$ cat src/rtl/bmf_pkg.sv
// Shared definitions for the Boolean-matrix-factorization decoder and the
// compressor-side evaluation models.
//   SEMIRING_OR / SEMIRING_XOR : selects the additive operator of the product
//   bmf_product(k, h, semiring) : y = k . H, computed at maximum widths and
//                                 truncated by the caller
package bmf_pkg;

  localparam int SEMIRING_OR  = 0;
  localparam int SEMIRING_XOR = 1;

  localparam int K_MAX = 8;
  localparam int M_MAX = 32;

  typedef logic [K_MAX-1:0]            kvec_t;
  typedef logic [K_MAX-1:0][M_MAX-1:0] hmat_t;
  typedef logic [M_MAX-1:0]            yvec_t;

  // Each set bit of k folds its H row into the accumulator, using either
  // OR or XOR as the sum operator.
  function automatic yvec_t bmf_product(input kvec_t k, input hmat_t h,
                                        input int semiring);
    yvec_t y;
    y = '0;
    for (int i = 0; i < K_MAX; i++) begin
      if (k[i]) begin
        if (semiring == SEMIRING_XOR) y = y ^ h[i];
        else                          y = y | h[i];
      end
    end
    return y;
  endfunction

endpackage

$ cat src/rtl/bmf_h_decoder_if.sv
// Bundle of the decoder's config, input-stream and output-stream signals.
//   master : latent-vector source / config writer / output consumer side
//   slave  : decoder side
interface bmf_h_decoder_if
  import bmf_pkg::*;
#(
  parameter int K = 3,
  parameter int M = 4
);
  localparam int RW = (K > 1) ? $clog2(K) : 1;

  logic          cfg_we;
  logic [RW-1:0] cfg_row;
  logic [M-1:0]  cfg_data;
  logic          cfg_ready;
  logic          in_valid;
  logic          in_ready;
  logic [K-1:0]  in_k;
  logic          out_valid;
  logic          out_ready;
  logic [M-1:0]  out_y;
  logic [15:0]   out_count;

  modport master (
    output cfg_we, cfg_row, cfg_data, in_valid, in_k, out_ready,
    input  cfg_ready, in_ready, out_valid, out_y, out_count
  );

  modport slave (
    input  cfg_we, cfg_row, cfg_data, in_valid, in_k, out_ready,
    output cfg_ready, in_ready, out_valid, out_y, out_count
  );

endinterface

$ cat src/rtl/bmf_pipe_stage.sv
// One valid/ready register slice without skid buffering.
//   up_valid/up_ready/up_data       : upstream side
//   down_valid/down_ready/down_data : downstream side (registered)
// The slice loads whenever it is empty or its contents are being taken.
module bmf_pipe_stage #(
  parameter int W = 1
) (
  input  logic         clk,
  input  logic         rst_n,
  input  logic         up_valid,
  output logic         up_ready,
  input  logic [W-1:0] up_data,
  output logic         down_valid,
  input  logic         down_ready,
  output logic [W-1:0] down_data
);

  logic         valid_reg;
  logic [W-1:0] data_reg;
  logic         advance;

  assign advance    = !valid_reg || down_ready;
  assign up_ready   = advance;
  assign down_valid = valid_reg;
  assign down_data  = data_reg;

  always_ff @(posedge clk) begin
    if (!rst_n) begin
      valid_reg <= 1'b0;
      data_reg  <= '0;
    end else if (advance) begin
      valid_reg <= up_valid;
      // Data only changes on a real load so an idle slice keeps its last word.
      if (up_valid) data_reg <= up_data;
    end
  end

endmodule

$ cat src/rtl/bmf_h_decoder.sv
// Streaming BMF decompressor: y = k . H with a runtime-programmable H.
//   clk, rst_n : clock and synchronous active-low reset
//   bus        : config port (cfg_*), latent input stream (in_*), and
//                reconstructed output stream (out_*) plus a saturating
//                delivered-vector counter (out_count)
// Pipeline: S1 holds the latent vector, S2 holds the computed product.
module bmf_h_decoder
  import bmf_pkg::*;
#(
  parameter int K        = 3,
  parameter int M        = 4,
  parameter int SEMIRING = SEMIRING_OR
) (
  input  logic clk,
  input  logic rst_n,
  bmf_h_decoder_if.slave bus
);

  localparam int RW = (K > 1) ? $clog2(K) : 1;

  logic [M-1:0]  h_reg [K];
  logic [15:0]   count_reg;
  logic          s1_valid;
  logic [K-1:0]  s1_k;
  logic          s2_ready;
  logic          cfg_ready;
  logic          cfg_accept;
  kvec_t         k_pad;
  hmat_t         h_pad;
  logic [M-1:0]  y_next;

  // Writes are only taken with the whole pipeline idle and no vector
  // arriving, so a vector never sees a half-updated H.
  assign cfg_ready     = !s1_valid && !bus.out_valid && !bus.in_valid;
  assign cfg_accept    = bus.cfg_we && cfg_ready;
  assign bus.cfg_ready = cfg_ready;

  always_ff @(posedge clk) begin
    if (!rst_n) begin
      for (int i = 0; i < K; i++) h_reg[i] <= '0;
    end else if (cfg_accept) begin
      // Out-of-range rows match no entry and are silently ignored.
      for (int i = 0; i < K; i++) begin
        if (bus.cfg_row == RW'(i)) h_reg[i] <= bus.cfg_data;
      end
    end
  end

  // Widen H and k to the package maximums for the shared product function.
  assign k_pad = kvec_t'(s1_k);
  generate
    for (genvar gi = 0; gi < K_MAX; gi++) begin : g_hpad
      if (gi < K) begin : g_row
        assign h_pad[gi] = yvec_t'(h_reg[gi]);
      end else begin : g_zero
        assign h_pad[gi] = '0;
      end
    end
  endgenerate

  assign y_next = M'(bmf_product(k_pad, h_pad, SEMIRING));

  bmf_pipe_stage #(.W(K)) u_s1 (
    .clk        (clk),
    .rst_n      (rst_n),
    .up_valid   (bus.in_valid),
    .up_ready   (bus.in_ready),
    .up_data    (bus.in_k),
    .down_valid (s1_valid),
    .down_ready (s2_ready),
    .down_data  (s1_k)
  );

  bmf_pipe_stage #(.W(M)) u_s2 (
    .clk        (clk),
    .rst_n      (rst_n),
    .up_valid   (s1_valid),
    .up_ready   (s2_ready),
    .up_data    (y_next),
    .down_valid (bus.out_valid),
    .down_ready (bus.out_ready),
    .down_data  (bus.out_y)
  );

  always_ff @(posedge clk) begin
    if (!rst_n) begin
      count_reg <= '0;
    end else if (bus.out_valid && bus.out_ready && count_reg != 16'hFFFF) begin
      count_reg <= count_reg + 16'd1;
    end
  end

  assign bus.out_count = count_reg;

endmodule
$ cat src/flat_wrapper.sv
// flat-port wrapper written by rule: the top's interface ports become plain ports
module bmf_h_decoder_flat import bmf_pkg::*;
#(
  parameter int K        = 3,
  parameter int M        = 4,
  parameter int SEMIRING = SEMIRING_OR
)
  (clk, rst_n, bus_cfg_we, bus_cfg_row, bus_cfg_data, bus_in_valid, bus_in_k, bus_out_ready, bus_cfg_ready, bus_in_ready, bus_out_valid, bus_out_y, bus_out_count);
  bmf_h_decoder_if #(.K(K), .M(M)) bus_i ();
  input  logic clk;
  input  logic rst_n;
  input wire logic [$bits(bus_i.cfg_we)-1:0] bus_cfg_we;
  input wire logic [$bits(bus_i.cfg_row)-1:0] bus_cfg_row;
  input wire logic [$bits(bus_i.cfg_data)-1:0] bus_cfg_data;
  input wire logic [$bits(bus_i.in_valid)-1:0] bus_in_valid;
  input wire logic [$bits(bus_i.in_k)-1:0] bus_in_k;
  input wire logic [$bits(bus_i.out_ready)-1:0] bus_out_ready;
  output wire logic [$bits(bus_i.cfg_ready)-1:0] bus_cfg_ready;
  output wire logic [$bits(bus_i.in_ready)-1:0] bus_in_ready;
  output wire logic [$bits(bus_i.out_valid)-1:0] bus_out_valid;
  output wire logic [$bits(bus_i.out_y)-1:0] bus_out_y;
  output wire logic [$bits(bus_i.out_count)-1:0] bus_out_count;
  assign bus_i.cfg_we = bus_cfg_we;
  assign bus_i.cfg_row = bus_cfg_row;
  assign bus_i.cfg_data = bus_cfg_data;
  assign bus_i.in_valid = bus_in_valid;
  assign bus_i.in_k = bus_in_k;
  assign bus_i.out_ready = bus_out_ready;
  assign bus_cfg_ready = bus_i.cfg_ready;
  assign bus_in_ready = bus_i.in_ready;
  assign bus_out_valid = bus_i.out_valid;
  assign bus_out_y = bus_i.out_y;
  assign bus_out_count = bus_i.out_count;
  bmf_h_decoder #(.K(K), .M(M), .SEMIRING(SEMIRING)) u_core (.clk(clk), .rst_n(rst_n), .bus(bus_i));
endmodule
$ cat config.mk
export PLATFORM = sky130hd
export DESIGN_NAME = bmf_h_decoder_flat
export DESIGN_NICKNAME = d
export VERILOG_FILES = /design/src/rtl/bmf_pkg.sv /design/src/rtl/bmf_h_decoder_if.sv /design/src/rtl/bmf_pipe_stage.sv /design/src/rtl/bmf_h_decoder.sv /design/src/flat_wrapper.sv
export SDC_FILE = /design/constraint.sdc
export NUM_CORES = 1
export LEC_CHECK = 0
export CAP_MARGIN = 20
export CORE_ASPECT_RATIO = 1.75
export CORE_MARGIN = 2
export CORE_UTILIZATION = 30
export DETAILED_ROUTE_END_ITERATION = 8
export MAX_ROUTING_LAYER = met4
export PLACE_DENSITY = 0.57
export SLEW_MARGIN = 15
export SYNTH_ARGS = -nofsm -noshare
export SYNTH_HDL_FRONTEND = slang
export SYNTH_SLANG_ARGS = --single-unit
$ cat constraint.sdc
create_clock -name clk -period 2.15 [get_ports clk]
set_input_delay 0.645 -clock clk [delete_from_list [all_inputs] [get_ports clk]]
set_output_delay 0.645 -clock clk [all_outputs]
set_load 0.03 [all_outputs]
== Word level (Yosys, flattened, before mapping) ==
Memories as Yosys holds them, arrays and structs flattened.
Cells that the tools add are included.

* Divide/modulo/power cells: 0
* Equality and inequality tests: 3
* Reductions and logical operators: 13
* Mux-type cells: 19
* Shift-type cells: 0
* $add $sub $neg: 1
* Bitwise operators: 5
* $lt $le $gt $ge: 0
* $mul: 0

{| class="wikitable"
|+ Operators with widths
! kind !! number
|-
| 4-bit 2-to-1 mux || 6
|-
| 16-bit by 1-bit adder with 16-bit output, second input constant || 1
|-
| 16-bit inequality test, second input constant || 1
|-
| 1-bit 2-to-1 mux || 13
|-
| 4-bit bitwise OR || 2
|-
| 1-bit logical AND || 5
|-
| 2-bit AND reduction || 2
|-
| 1-bit logical NOT || 3
|-
| 1-bit bitwise OR || 3
|-
| 2-bit by 1-bit == test with 1-bit output, second input constant || 1
|-
| 2-bit == test, second input constant || 1
|-
| 2-bit logical NOT || 1
|-
| 1-bit logical OR || 2
|}

* Output and inout port bits: 23
* Memory bits (read-only): 0
* Register bits: 25
* Input bits: 14
* Bits in latches: 0
* Memories kept: 1
* Logic and storage cells: 47
* Memory bits (writable): 12

{| class="wikitable"
|+ Memory list
! name !! words !! width !! rd ports !! clocked after Yosys merged registers in !! wr ports !! RTL line !! source
|-
| u_core.h_reg || 3 || 4 || 3 || 0 || 3 || bmf_h_decoder.sv:21 || <nowiki>logic [M-1:0] h_reg [K];</nowiki>
|}

== Longest topological paths before layout ==
* Depth in word-level cells: 8
* Mapped depth: 6
* Mapped depth without buffers: 6

== Modules after synthesis ==
From an unflattened synthesis, not the netlist that was laid out.

* Cells, all modules: 161
* Area total of the unflattened synthesis: 1670.4 sq um

{| class="wikitable"
|+ By module, submodules not included
! module !! area an instance (sq um) !! cells each !! instances !! seq. area each (sq um)
|-
| bmf_h_decoder || 1276.2 || 121 || 1 || 680.7
|-
| bmf_pipe_stage (u_core.u_s2) || 224.0 || 23 || 1 || 100.1
|-
| bmf_pipe_stage (u_core.u_s1) || 170.2 || 17 || 1 || 80.1
|}

== Worst setup path after synthesis ==
Ideal clock, no wire load.

* Kind: in2reg
* Start: in bus_in_valid
* End: mem u_core.h_reg[0][0] (enable)
* Cell stages on the path: 3
* Data required time: 1777 ps
* Buffers on the path: 0
* Setup slack: -240 ps
* Arrival time: 2017 ps
* Library setup time: 373 ps
* Cells stage by stage: nor3_1 nand2_1 o31ai_1

{| class="wikitable"
|+ RTL lines
! what !! RTL line !! source
|-
| from (decl) || flat_wrapper.sv:15 || <nowiki>input wire logic [$bits(bus_i.in_valid)-1:0] bus_in_valid;</nowiki>
|-
| to (decl) || bmf_h_decoder.sv:21 ||
|}

== Worst setup path after layout ==
* Start: reg u_core.count_reg[5], in the netlist u_core.bus.out_count[5]
* End: out bus_out_count[5]

{| class="wikitable"
|+ RTL lines
! what !! RTL line !! source
|-
| from (decl) || bmf_h_decoder.sv:22 || <nowiki>logic [15:0] count_reg;</nowiki>
|-
| from (signal assigned) || bmf_h_decoder.sv:89 || <nowiki>count_reg <= count_reg + 16'd1;</nowiki>
|-
| to (decl) || flat_wrapper.sv:22 || <nowiki>output wire logic [$bits(bus_i.out_count)-1:0] bus_out_count;</nowiki>
|}

No word-level cell between the ends.

==> results.md <==
* RR Endpoint: u_core.bus.out_count[5]
* HP Class: reg2reg
* Final hold viol count at 0
* Max VDD drop at 0.348 mV
* Critical Path AT at 1.43 ns
* CP Cell Sequence: clkdlybuf4s50_1
* Worst reg-to-reg path cell count at 6
* H-tree depth at 2
* CP startpoint kind: flip-flop
* Most frequent cells in the layout: clkdlybuf4s50_1 (32), dfxtp_1 (25), nor2_1 (20)
* CP top delay family: buffers and inverters
* Full die area at 5940 um^2
* Synth area leader: dfxtp_1
* Crit path max fanout at 6
* Fmax at 482 MHz
* Setup-failing EPs final at 0
* Max reg flops at 16
* CP bufs+invs at 1
* FP Rows at 35
* Clk_lat worst skew at 0.29 ns
* Post-synthesis cell count at 158
* RSZ-0062 raised after global routing: no
* Met2 routed WL at between 2000 and 2500 um
* # hold bufs at CTS at 0
* Area Overhead vs Synth at 42.2%
* Min Tclk post-route at 2.07 ns
* Reg2reg start: u_core.bus.out_count[0]
* Dpl cells at between 200 and 300
* Yosys cell types at 33
* First-pass GRT wire length at 6050 um
* Slowest stage delay, CP at 0.71 ns
* WS Path Type: reg2out
* CTS tree: done
* Final period utilization at between 90 and 100%
* Top post-synthesis cells by area: dfxtp_1 (31%), edfxtp_1 (23%), xnor2_1 (4.9%)
* # IOs at 37
* HPWL after detailed placement at slightly below 3000 um
* Leakage power at 0.855 nW
* WHS Endpoint: u_core.u_s2.down_data[0]
* Width of the die at between 50 and 60 um
* PnR worst setup slack at 0.0766 ns
* Internal power at 1.27 mW
* Post-synth ARST share at 0%
* Initial antenna violation count at 0
* Syn Area/Cell at 10.1 um^2
* Met3 WL at roughly 120 um
* Layout cells sized above 1 at 15.9%
* Nets at 228
* Worst slew margin at between 70% and 80%
* Worst Hold Depth at 2
* TritonCTS buffer count at 5
* Antenna Violating Nets Remaining at 0
* Sw power at around 350 uW
* Slowest CP cell: clkdlybuf4s50_1
* Via Count at 1356
* CTS Root Cell: clkbuf_8
* Starting Density at 30.6%
* Total wire length at 3800 um
* Yosys warns at 0
* Switching fraction of total power at 21.4%
* Cell Area, Synth at 1600 um^2
* Power share of the clock group at 45.4%
* Post-Syn Nets at approximately 170
* Post-CTS Setup Inserts at 0
* Vias in the first global route at 1329
* Hold Crit Start: u_core.u_s2.down_data[0]
* Flop pwr share at 46.7%
* Non-Filler Instances at 269
* Port bufs at 36
* Met1 wire length at 1440 um
* R2R setup slack at 0.34 ns
* PwrDens at 714 nW/um^2
* Maxcap violations at 0
* Overflow left after global routing at 0
* GRT Util Overall at 14.3%
* Largest net degree at the start of global routing at 17
* Worst Tran Pin Value at 0.334 ns
* Post-synth top area share at 31.4%
* Top routing layer in use: met4
* Clk_skew at 0.00404 ns
* Pre-CTS setup slack at -0.0719 ns
* Register area share after synthesis at 54.0%
* Pre-antenna DRT Iters at 5
* Core area at 5210 um^2
* Clock Sink Count at 37
* Clock Pin Slew Worst Setup and Hold Paths at 0.08 ns
* Combinational power share at 7.9%
* Die H at about 100 um
* Status: finished, final reports clean
* Longest Clk Path Bufs at 2
* Count of state elements after synthesis at 37
* Drt wl/cell at about 14 um
* Post-synth top flop: dfxtp_1
* N_diodes at 0
* Worst Path Required at 1.50 ns
* Gpl congestion at 0.774
* DRC violations left at 0
* 1st-iter DRT viols at 44
* Mean number of vias per cell at about 5
* Commonest non-fill, non-tap cell in the layout: clkdlybuf4s50_1
* Max-slew violations at 0
* Post-synth EDFFs at 12
* Crit. End Element: output pin
==> power groups by stage <==
stage,registers (mW),clock network [mW],logic (mW)
3_3_place_gp,0.773,0,0.129
3_5_place_dp,0.774,0,0.129
5_1_grt,0.759,0.789,0.139
2_1_floorplan,0.785,0,0.0455
6_report,0.757,0.736,0.128
4_1_cts,0.757,0.748,0.129
==> how the worst max path moves through the flow <==
| stage | endpoint | start | cells past startpoint |
|---|---|---|---|
| finish | bus_out_count[5] | u_core.bus.out_count[5] | 1 |
| CTS | bus_out_count[5] | u_core.bus.out_count[5] | 1 |
| floorplan | u_core.h_reg[0][0] | bus_in_valid | 3 |
| detailed placement | u_core.bus.out_count[15] | bus_out_ready | 6 |
| global placement | bus_in_ready | bus_out_ready | 4 |
| global route | bus_out_count[5] | u_core.bus.out_count[5] | 1 |
==> cells by family after synthesis <==
family                   count (synthesis)  share of synthesized area [%]
adder cells (fa/ha/maj)                  1                          0.784
flip-flops                              37                           54.0
AO/OA/AOI/OAI                           33                           15.0
buffers and inverters                    6                           1.41
XOR/XNOR                                 9                           4.94
AND/OR/NAND/NOR                         71                           23.3
multiplexers                             1                          0.627
==> through the flow <==
stage	area [um^2]	setup TNS (ns)	total power, mW	hold WS (ns)	utilization (%)
floorplan	1600	0	0.830	0.472	-
global placement	2130	-0.0635	0.902	0.481	40.9
detailed placement	2130	-0.165	0.903	0.488	40.9
CTS	2270	0	1.63	0.500	43.5
global route	2270	0	1.69	0.517	43.5
finish	2270	0	1.62	0.496	43.5
==> synthesized netlist by cell type (2+ instances only) <==
library cell	instances
nor2b_1	2
a211oi_2	2
nor3_1	3
and4_1	2
clkbuf_1	3
a21oi_1	8
nand4_1	3
nand3_1	11
and2_1	5
xnor2_1	9
a211oi_1	9
dfxtp_1	25
nand2b_1	2
and3_1	4
a31oi_1	2
edfxtp_1	12
nand2_1	14
o21ai_0	4
inv_1	2
nor2_1	20
a222oi_1	4
==> per-layer routing <==
layer  track usage [%]  vias to the layer above
li1                  -                      696
met1              13.2                      619
met2              25.6                       35
met3              3.98                        6
met4              7.87                        0
met5                 -                        -
==> timing repair <==
action                     in CTS  in global routing
pin swaps                       0                  0
setup endpoints to repair       1                  1
resized for setup               1                  1
==> area by class of cell <==
class / count / area [um^2]
inverters: 2 / 7.51
clock inverters: 3 / 68.8
multi-input cells: 115 / 717
repair buffers: 52 / 477
flip-flops and latches: 37 / 861
well taps: 55 / 68.8
fillers: 510 / 2940
clock buffers: 5 / 68.8
(Power assumes the default switching activity.)
